===== config.mk =====
export PLATFORM = sky130hd
export DESIGN_NAME = muldiv_seq_flat
export DESIGN_NICKNAME = d
export VERILOG_FILES = /design/src/rtl/muldiv_seq_if.sv /design/src/rtl/muldiv_seq.sv /design/src/flat_wrapper.sv
export SDC_FILE = /design/constraint.sdc
export NUM_CORES = 1
export LEC_CHECK = 0
export ABC_AREA = 1
export BUFFER_PORTS_ARGS = -buffer_cell sky130_fd_sc_hd__buf_4
export CAP_MARGIN = 15
export CORE_MARGIN = 2
export CORE_UTILIZATION = 35
export CTS_CLUSTER_SIZE = 20
export DETAILED_ROUTE_END_ITERATION = 7
export PLACE_DENSITY = 0.57
export SYNTH_ARGS = -nofsm -noshare
export SYNTH_HDL_FRONTEND = slang
export SYNTH_SLANG_ARGS = --single-unit

===== constraint.sdc =====
create_clock -name clk_cpu -period 2.88 [get_ports clk_cpu]
set_input_delay 0.288 -clock clk_cpu [delete_from_list [all_inputs] [get_ports clk_cpu]]
set_output_delay 0.288 -clock clk_cpu [all_outputs]
set_load 0.03 [all_outputs]

===== src/rtl/muldiv_seq_if.sv =====
// muldiv_seq_if
// Bundles the execute-stage connection to the multiply/divide sequencer.
//   master : pipeline side, drives the request, abort, mfhi/mflo and mthi/mtlo controls
//   slave  : sequencer side, drives hilo_q, busy, done and stall
// Signals:
//   start, op[1:0], src_rs, src_rt   operation request and operands
//   abort                            pipeline flush
//   hilo_rd, mthi_en, mtlo_en, mt_data   HI/LO access from the instruction in execute
//   hilo_q                           registered {HI, LO}
//   busy, done, stall                sequencer status
interface muldiv_seq_if #(
    parameter int WIDTH = 32
);
    logic                 start;
    logic [1:0]           op;
    logic [WIDTH-1:0]     src_rs;
    logic [WIDTH-1:0]     src_rt;
    logic                 abort;
    logic                 hilo_rd;
    logic                 mthi_en;
    logic                 mtlo_en;
    logic [WIDTH-1:0]     mt_data;
    logic [2*WIDTH-1:0]   hilo_q;
    logic                 busy;
    logic                 done;
    logic                 stall;

    modport master (
        output start, op, src_rs, src_rt, abort, hilo_rd, mthi_en, mtlo_en, mt_data,
        input  hilo_q, busy, done, stall
    );

    modport slave (
        input  start, op, src_rs, src_rt, abort, hilo_rd, mthi_en, mtlo_en, mt_data,
        output hilo_q, busy, done, stall
    );
endinterface


===== src/rtl/muldiv_seq.sv =====
// muldiv_seq
// Iterative MULT/MULTU/DIV/DIVU unit that owns the HI/LO register pair.
// A 32-step LSB-first shift-add multiplier and a 32-step restoring divider
// share one accumulator; a single FIXUP cycle applies signs and the
// divide-by-zero override before the result is written to HI/LO.
// Ports:
//   clk_cpu  CPU clock, rising edge
//   reset    asynchronous, active-low
//   bus      muldiv_seq_if slave modport (request, abort, HI/LO access, status)
module muldiv_seq #(
    parameter int WIDTH = 32,
    parameter int CNT_W = $clog2(WIDTH)
) (
    input  logic         clk_cpu,
    input  logic         reset,
    muldiv_seq_if.slave  bus
);

    typedef enum logic [1:0] {
        IDLE  = 2'd0,
        CALC  = 2'd1,
        FIXUP = 2'd2
    } state_t;

    state_t               state_q;
    state_t               state_d;
    logic [CNT_W-1:0]     count_q;
    logic                 is_div_q;
    logic                 sign_q_q;
    logic                 sign_r_q;
    logic [WIDTH-1:0]     rs_raw_q;
    logic [WIDTH-1:0]     opnd_b_q;
    logic [WIDTH-1:0]     acc_hi_q;
    logic [WIDTH-1:0]     acc_lo_q;
    logic [2*WIDTH-1:0]   hilo_r;
    logic                 busy_r;
    logic                 done_r;

    logic                 start_ok;
    logic                 signed_in;
    logic [WIDTH-1:0]     rs_mag;
    logic [WIDTH-1:0]     rt_mag;
    logic [WIDTH:0]       mul_sum;
    logic [WIDTH:0]       div_shift;
    logic [WIDTH:0]       div_diff;
    logic [2*WIDTH-1:0]   product;
    logic [WIDTH-1:0]     quot_fix;
    logic [WIDTH-1:0]     rem_fix;
    logic [2*WIDTH-1:0]   fix_result;

    // Operand magnitudes; negating the most negative value yields 2^(WIDTH-1)
    // as an unsigned magnitude, which is exactly what the iterations need.
    always_comb begin
        start_ok  = bus.start & ~bus.abort;
        signed_in = ~bus.op[0];
        rs_mag    = (signed_in & bus.src_rs[WIDTH-1]) ? -bus.src_rs : bus.src_rs;
        rt_mag    = (signed_in & bus.src_rt[WIDTH-1]) ? -bus.src_rt : bus.src_rt;
    end

    // One iteration of either algorithm. Multiply keeps the running partial
    // product in acc_hi and the not-yet-consumed multiplier bits in acc_lo.
    // Divide keeps the partial remainder in acc_hi and shifts the dividend out
    // of acc_lo while the quotient bits shift in behind it.
    always_comb begin
        mul_sum   = {1'b0, acc_hi_q} + (acc_lo_q[0] ? {1'b0, opnd_b_q} : {(WIDTH+1){1'b0}});
        div_shift = {acc_hi_q, acc_lo_q[WIDTH-1]};
        div_diff  = div_shift - {1'b0, opnd_b_q};
    end

    // Final result: signs applied to the magnitude results, and a zero
    // divisor overrides everything with LO=all ones, HI=dividend as given.
    always_comb begin
        product    = {acc_hi_q, acc_lo_q};
        quot_fix   = sign_q_q ? -acc_lo_q : acc_lo_q;
        rem_fix    = sign_r_q ? -acc_hi_q : acc_hi_q;
        fix_result = sign_q_q ? -product : product;
        if (is_div_q) begin
            if (opnd_b_q == '0) begin
                fix_result = {rs_raw_q, {WIDTH{1'b1}}};
            end else begin
                fix_result = {rem_fix, quot_fix};
            end
        end
    end

    // Next-state logic; abort returns to IDLE from any state.
    always_comb begin
        state_d = state_q;
        case (state_q)
            IDLE: begin
                if (start_ok) begin
                    state_d = CALC;
                end
            end
            CALC: begin
                if (bus.abort) begin
                    state_d = IDLE;
                end else if (count_q == CNT_W'(WIDTH-1)) begin
                    state_d = FIXUP;
                end
            end
            FIXUP: begin
                state_d = IDLE;
            end
            default: begin
                state_d = IDLE;
            end
        endcase
    end

    // State register plus the registered busy/done status.
    always_ff @(posedge clk_cpu or negedge reset) begin
        if (!reset) begin
            state_q <= IDLE;
            busy_r  <= 1'b0;
            done_r  <= 1'b0;
        end else begin
            state_q <= state_d;
            busy_r  <= (state_d != IDLE);
            done_r  <= (state_q == FIXUP) && !bus.abort;
        end
    end

    // Datapath: operand capture in IDLE, iterations in CALC, HI/LO write in
    // FIXUP. mthi/mtlo only land while idle, and abort does not block them.
    always_ff @(posedge clk_cpu or negedge reset) begin
        if (!reset) begin
            count_q  <= '0;
            is_div_q <= 1'b0;
            sign_q_q <= 1'b0;
            sign_r_q <= 1'b0;
            rs_raw_q <= '0;
            opnd_b_q <= '0;
            acc_hi_q <= '0;
            acc_lo_q <= '0;
            hilo_r   <= '0;
        end else begin
            case (state_q)
                IDLE: begin
                    if (start_ok) begin
                        is_div_q <= bus.op[1];
                        sign_q_q <= signed_in & (bus.src_rs[WIDTH-1] ^ bus.src_rt[WIDTH-1]);
                        sign_r_q <= signed_in & bus.src_rs[WIDTH-1];
                        rs_raw_q <= bus.src_rs;
                        acc_hi_q <= '0;
                        count_q  <= '0;
                        if (bus.op[1]) begin
                            opnd_b_q <= rt_mag;
                            acc_lo_q <= rs_mag;
                        end else begin
                            opnd_b_q <= rs_mag;
                            acc_lo_q <= rt_mag;
                        end
                    end
                    if (bus.mthi_en) begin
                        hilo_r[2*WIDTH-1:WIDTH] <= bus.mt_data;
                    end
                    if (bus.mtlo_en) begin
                        hilo_r[WIDTH-1:0] <= bus.mt_data;
                    end
                end
                CALC: begin
                    if (!bus.abort) begin
                        count_q <= count_q + CNT_W'(1);
                        if (is_div_q) begin
                            acc_hi_q <= div_diff[WIDTH] ? div_shift[WIDTH-1:0] : div_diff[WIDTH-1:0];
                            acc_lo_q <= {acc_lo_q[WIDTH-2:0], ~div_diff[WIDTH]};
                        end else begin
                            {acc_hi_q, acc_lo_q} <= {mul_sum, acc_lo_q[WIDTH-1:1]};
                        end
                    end
                end
                FIXUP: begin
                    if (!bus.abort) begin
                        hilo_r <= fix_result;
                    end
                end
                default: begin
                    count_q <= '0;
                end
            endcase
        end
    end

    assign bus.hilo_q = hilo_r;
    assign bus.busy   = busy_r;
    assign bus.done   = done_r;
    assign bus.stall  = busy_r & (bus.start | bus.hilo_rd | bus.mthi_en | bus.mtlo_en);

endmodule


===== src/flat_wrapper.sv =====
// flat-port wrapper written by rule: the top's interface ports become plain ports
module muldiv_seq_flat 
#(
    parameter int WIDTH = 32,
    parameter int CNT_W = $clog2(WIDTH)
)
  (clk_cpu, reset, bus_start, bus_op, bus_src_rs, bus_src_rt, bus_abort, bus_hilo_rd, bus_mthi_en, bus_mtlo_en, bus_mt_data, bus_hilo_q, bus_busy, bus_done, bus_stall);
  muldiv_seq_if #(.WIDTH(WIDTH)) bus_i ();
  input  logic clk_cpu;
  input  logic reset;
  input wire logic [$bits(bus_i.start)-1:0] bus_start;
  input wire logic [$bits(bus_i.op)-1:0] bus_op;
  input wire logic [$bits(bus_i.src_rs)-1:0] bus_src_rs;
  input wire logic [$bits(bus_i.src_rt)-1:0] bus_src_rt;
  input wire logic [$bits(bus_i.abort)-1:0] bus_abort;
  input wire logic [$bits(bus_i.hilo_rd)-1:0] bus_hilo_rd;
  input wire logic [$bits(bus_i.mthi_en)-1:0] bus_mthi_en;
  input wire logic [$bits(bus_i.mtlo_en)-1:0] bus_mtlo_en;
  input wire logic [$bits(bus_i.mt_data)-1:0] bus_mt_data;
  output wire logic [$bits(bus_i.hilo_q)-1:0] bus_hilo_q;
  output wire logic [$bits(bus_i.busy)-1:0] bus_busy;
  output wire logic [$bits(bus_i.done)-1:0] bus_done;
  output wire logic [$bits(bus_i.stall)-1:0] bus_stall;
  assign bus_i.start = bus_start;
  assign bus_i.op = bus_op;
  assign bus_i.src_rs = bus_src_rs;
  assign bus_i.src_rt = bus_src_rt;
  assign bus_i.abort = bus_abort;
  assign bus_i.hilo_rd = bus_hilo_rd;
  assign bus_i.mthi_en = bus_mthi_en;
  assign bus_i.mtlo_en = bus_mtlo_en;
  assign bus_i.mt_data = bus_mt_data;
  assign bus_hilo_q = bus_i.hilo_q;
  assign bus_busy = bus_i.busy;
  assign bus_done = bus_i.done;
  assign bus_stall = bus_i.stall;
  muldiv_seq #(.WIDTH(WIDTH), .CNT_W(CNT_W)) u_core (.clk_cpu(clk_cpu), .reset(reset), .bus(bus_i));
endmodule

# After elaboration in Yosys (flattened, before gate mapping)
# Cells that the tools add are included.
# op_classes
n_addsub,8
n_eq_ne,8
n_mux,30
bitwise,13
n_reduce_logical,12
# op_table
cell,n
32-bit 2-to-1 mux,16
64-bit 2-to-1 mux,4
32-bit negation,4
32-bit one-hot mux with 2 select lines,2
64-bit one-hot mux with 2 select lines,1
64-bit negation,1
32-bit by 33-bit adder with 33-bit output,1
33-bit by 32-bit subtractor with 33-bit output,1
32-bit zero test,1
5-bit one-hot mux with 3 select lines,1
3-bit AND reduction,4
5-bit 2-to-1 mux,2
2-bit inequality test (second input constant),4
2-bit 2-to-1 mux,3
2-bit nonzero test,3
5-bit by 1-bit adder with 5-bit output (second input constant),1
1-bit bitwise AND,5
5-bit equality test (second input constant),1
1-bit NOT,4
2-bit one-hot mux with 2 select lines,1
1-bit OR,3
2-bit by 1-bit equality test with 1-bit output (second input constant),1
2-bit equality test (second input constant),1
2-bit zero test,1
5 further kinds,5
# word_totals
regBits,204
elab_cells,84

# Depth between registers and ports, before layout
# depth
depth_word,6
ltp_mapped,21
mapped_depth_nobuf,19

# Worst setup path after synthesis
# No wires, ideal clock.
# synth_path
kind,register to register
from,register u_core.acc_lo_q[0]
to,register u_core.acc_hi_q[17]
arrival_time_ns,2.576
required_ns,2.764
path_slack_ns,0.188
path_stages_with_launch,22
path_buffers,2
period_less_slack_ns,2.692
cell_sequence,dfrtp_1 buf_2 buf_1 nand2_1 inv_1 ha_1 inv_1 fa_1 inv_1 nand2_1 a21oi_1 nand2_1 nand2_1 nand2_1 nand2_1 nand2_1 nand3_1 nand2_1 nor2_1 nor2_1 nand2_1 nand2_1
# synth_between
elab_chain_cells,5
# synth_lines
item,line,rtl
"start, declared",muldiv_seq.sv:34,logic [WIDTH-1:0] acc_lo_q;
"start signal, assigned",muldiv_seq.sv:149,acc_lo_q <= rs_mag;
"start signal, assigned",muldiv_seq.sv:152,acc_lo_q <= rt_mag;
"start signal, assigned",muldiv_seq.sv:167,"acc_lo_q <= {acc_lo_q[WIDTH-2:0], ~div_diff[WIDTH]};"
32-bit 2-to-1 mux,muldiv_seq.sv:65,"mul_sum = {1'b0, acc_hi_q} + (acc_lo_q[0] ? {1'b0, opnd_b_q} : {(WIDTH+1){1'b0}});"
32-bit by 33-bit adder with 33-bit output,muldiv_seq.sv:65,
32-bit 2-to-1 mux,muldiv_seq.sv:165,if (is_div_q) begin
32-bit 2-to-1 mux,muldiv_seq.sv:163,if (!bus.abort) begin
32-bit one-hot mux with 2 select lines,muldiv_seq.sv:138,case (state_q)
"end signal, assigned",muldiv_seq.sv:166,acc_hi_q <= div_diff[WIDTH] ? div_shift[WIDTH-1:0] : div_diff[WIDTH-1:0];
"end signal, assigned",muldiv_seq.sv:169,"{acc_hi_q, acc_lo_q} <= {mul_sum, acc_lo_q[WIDTH-1:1]};"
"end, declared",muldiv_seq.sv:33,logic [WIDTH-1:0] acc_hi_q;
# Every way passes these cells. The select of a mux whose other input is x is not followed.
# A chain may end at the register's enable or synchronous reset.

# Worst setup path in the final report
# layout_path
from,register u_core.acc_lo_q[0]
to,register u_core.acc_hi_q[14]
# The elaborated chain is that of the path after synthesis.

==> flow_metrics.py <==
metrics = {
    "synth": {
        "ys_top_cells_by_area": "dfrtp_1 (25%), nand2_1 (21%), nand3_1 (9.3%), inv_1 (8.2%), nor2_1 (7.7%)",
        "ys.flop_type": "dfrtp_1",
        "netlist.area_leader.share": 0.2502,
        "ys_types": 43,
        "synthArstFlopShare": 1.000,
        "ys_warn_count": 0,
        "yosysTopAreaCell": "dfrtp_1",
        "syn_area_um2": 20400,
        "syn_nets": 3695,
        "synth-edff-count": 0,
        "postSynthAreaPerCell_um2": 5.800,
        "synthCells": 3518,
        "ys_ff_latch": 204,
        "yosysSeqAreaShare": 0.2502,
    },
    "critical_path": {
        "crit_path_start_kind": "flip-flop",
        "crit_cells": 15,
        "path_max_fanout": 35,
        "crit_top_cell": "nand2_1",
        "rr_worst_depth": 15,
        "r2r_start": "u_core.acc_lo_q[0]$_DFFE_PN0P_",
        "max_stage_delay_ns": 0.41,
        "crit_chain": "buf_12, nand2_1, inv_1, ha_1, nand2_1, o21ai_1, nand2_1, nand2_1, nand2_1, nand2_1, o21ai_0, o21ai_0, inv_1, o21ai_1, nand2_1",
        "startpoint": "u_core.acc_lo_q[0]$_DFFE_PN0P_",
        "critical_path_class": "flip-flop to flip-flop",
        "cp_top_family": "compound AO/OA/AOI/OAI gates",
        "cp-end-kind": "flip-flop",
        "critical_path.slowest_cell": "dfrtp_1",
        "arrival_ns": 3.15,
        "worst-path-buf-inv": 3,
        "crit_required_ns": 3.33,
    },
    "layout": {
        "nets": 3875,
        "final_layout_size_suffix_gt1_frac": 0.1065,
        "final_util": 0.4173,
        "final_common_cell": "nand2_1",
        "fillers": 6430,
        "design_area_um2": 24080,
        "syn2layout_area_growth_pct": 18.00,
        "instances_no_fill": 4485,
        "final_cell_mix": "nand2_1 (1119), inv_1 (444), nor2_1 (417)",
    },
    "sta": {
        "rsz0062_at_grt": "false",
        "period_minus_slack_ns": 2.695,
        "max_freq_mhz": 371.0,
        "relSlewSlack": 0.4430,
        "setup_viol": 0,
        "fin_tns_setup_ns": 0,
        "finalCritPeriodShare": 0.9358,
        "tightest_slew_ns": 0.8345,
        "drv_slew": 0,
        "hold_viol_final": 0,
        "fin_skew_ns": 0.03614,
    },
    "placement": {
        "routabilityCongestion": 0.9997,
        "placed_cell_area_um2": 22970,
        "dp_cells": 4429,
        "dp_hpwl_um": 72700,
        "port_buffers": 171,
    },
    "cts": {
        "htree_levels": 1,
        "cts_root_buf": "clkbuf_16",
        "cts_sinks": 204,
        "cts_tree": "done",
        "cts.path.max_buffers": 3,
        "insertion_delay_ns": 0.58,
        "clk_pin_slew_ns": 0.07,
        "cts_setup_buffers": 0,
        "cts-buffers-inserted": 26,
    },
    "power_and_ir_drop": {
        "p_int_mw": 10.62,
        "power.switching_mw": 12.01,
        "swShare": 0.5308,
        "cellPowerDensity_nw_per_um2": 939.8,
        "clkPwrFrac": 0.172,
        "seqPwrFrac": 0.198,
        "power_frac_comb": 0.630,
        "vdd_ir_drop_max_uv": 503.3,
        "power.total_mw": 22.63,
        "p_leak_nw": 12.62,
    },
    "detailed_routing": {
        "dr_total_vias": 23561,
        "ant_nets": 0,
        "post-route-drc-count": 0,
        "drt_pass1_iterations": 6,
        "vias_per_cell": 5.253,
        "drt-wirelength-per-cell_um": 20.01,
        "routed_wl_um": 89740,
        "drt_iter0_drc": 2499,
    },
    "floorplanning": {
        "core_area_um2": 57700,
        "chipHeight_um": 245.5,
        "die_w_um": 245.5,
        "die_area_um2": 60250,
        "io_pins": 172,
        "placementRows": 88,
        "start_util": 0.3537,
    },
    "global_routing": {
        "gr-total-overflow": 0,
        "grt_pass1_wl_um": 133800,
        "grt_max_degree": 92,
        "grt_pass1_vias": 21703,
        "grt_util_all_layers": 0.2923,
        "antenna_found_initial": 5,
    },
    "status": {
        "outcome": "finished clean",
    },
    "min_path": {
        "hold_start": "bus_mt_data[12]",
        "min_path_cells": 3,
        "hold_class": "input pin to flip-flop",
    },
    "job": {
        "drv_cap": 0,
    },
}
[power groups by stage]
stage	logic (mW)	clock network (mW)	registers, mW
2_1_floorplan	9.03	0	4.52
4_1_cts	13.9	3.94	4.42
3_3_place_gp	13.9	0	4.47
3_5_place_dp	13.9	0	4.46
5_1_grt	15.8	4.05	4.53
6_report	14.3	3.89	4.48
[cell type report]
type | instances | area, µm² | share of cell area
clock inverter | 13 | 257.7 | 0.01070
clock buffer | 35 | 754.5 | 0.03133
inverter | 465 | 1745 | 0.07249
sequential | 204 | 5107 | 0.2121
antenna | 2 | 5.005 | 0.0002079
tap | 765 | 957.2 | 0.03975
multi-input combinational | 2725 | 13070 | 0.5429
timing repair buffer | 276 | 2180 | 0.09052
[through the flow]
step | setup WS (ns) | hold WS (ns)
after detailed placement | 0.2029 | 0.3735
after global routing | 0.01064 | 0.01785
after floorplan | 0.1880 | -0.007591
after CTS | 0.2089 | 0.0009449
final | 0.1848 | 0.01586
after global placement | 0.2729 | 0.3706
[cells in the mapped netlist (15+ instances only)]
| master | instances |
|---|---|
| nand3_1 | 380 |
| nand2_1 | 1120 |
| nor3_1 | 26 |
| nand4_1 | 36 |
| xnor2_1 | 15 |
| xor2_1 | 74 |
| inv_2 | 16 |
| nor2_2 | 15 |
| buf_1 | 19 |
| clkbuf_1 | 79 |
| inv_1 | 445 |
| buf_2 | 21 |
| o211ai_1 | 32 |
| ha_1 | 70 |
| nand3b_1 | 18 |
| o21ai_0 | 195 |
| dfrtp_1 | 204 |
| a21oi_1 | 238 |
| nor2_1 | 420 |
[worst paths after layout]
check | end | slack [ns]
setup / recovery | u_core.acc_hi_q[14]$_DFFE_PN0P_ | 0.18
hold / removal | u_core.bus.hilo_q[44]$_DFFE_PN0P_ | 0.02
setup reg to reg | u_core.acc_hi_q[14]$_DFFE_PN0P_ | 0.18
hold reg to reg | u_core.rs_raw_q[16]$_DFFE_PN0P_ | 0.49
max in group asynchronous | u_core.acc_hi_q[19]$_DFFE_PN0P_ | 1.76
min in group asynchronous | u_core.bus.hilo_q[3]$_DFFE_PN0P_ | 0.32
[registers in the layout (all words and copies together), names as in the netlist, 2 cells and up]
name               cells
u_core.rs_raw_q       32
u_core.count_q         5
u_core.acc_hi_q       32
u_core.state_q         2
u_core.bus.hilo_q     64
u_core.opnd_b_q       32
u_core.acc_lo_q       32
[repair_timing]
action	CTS	global route
hold endpoints to repair	88	0
setup endpoints to repair	0	14
resized for setup	0	3
hold buffers	5	0
[logic make-up (layout without fill, tap and decap cells)]
kind of cell / Yosys count / after routing / share of synthesized area
simple gates: 2057 / 2057 / 0.4213
other cells: 0 / 2 / 0
xor+xnor: 89 / 89 / 0.03820
compound gates: 507 / 507 / 0.1339
flops: 204 / 204 / 0.2502
buf+inv: 589 / 789 / 0.1115
fa+ha+maj: 72 / 72 / 0.04489
[metal layers]
layer  share of wire  track usage
met5         0.00030            0
met4           0.052       0.1381
met3           0.088      0.05653
met2            0.41       0.4204
met1            0.45       0.4172
[worst min-delay path, stage by stage]
cell and delay, ns:
buf_4 0.08, a21oi_1 0.05, a21oi_1 0.13
No activity file was read; power rests on OpenSTA's default activity.
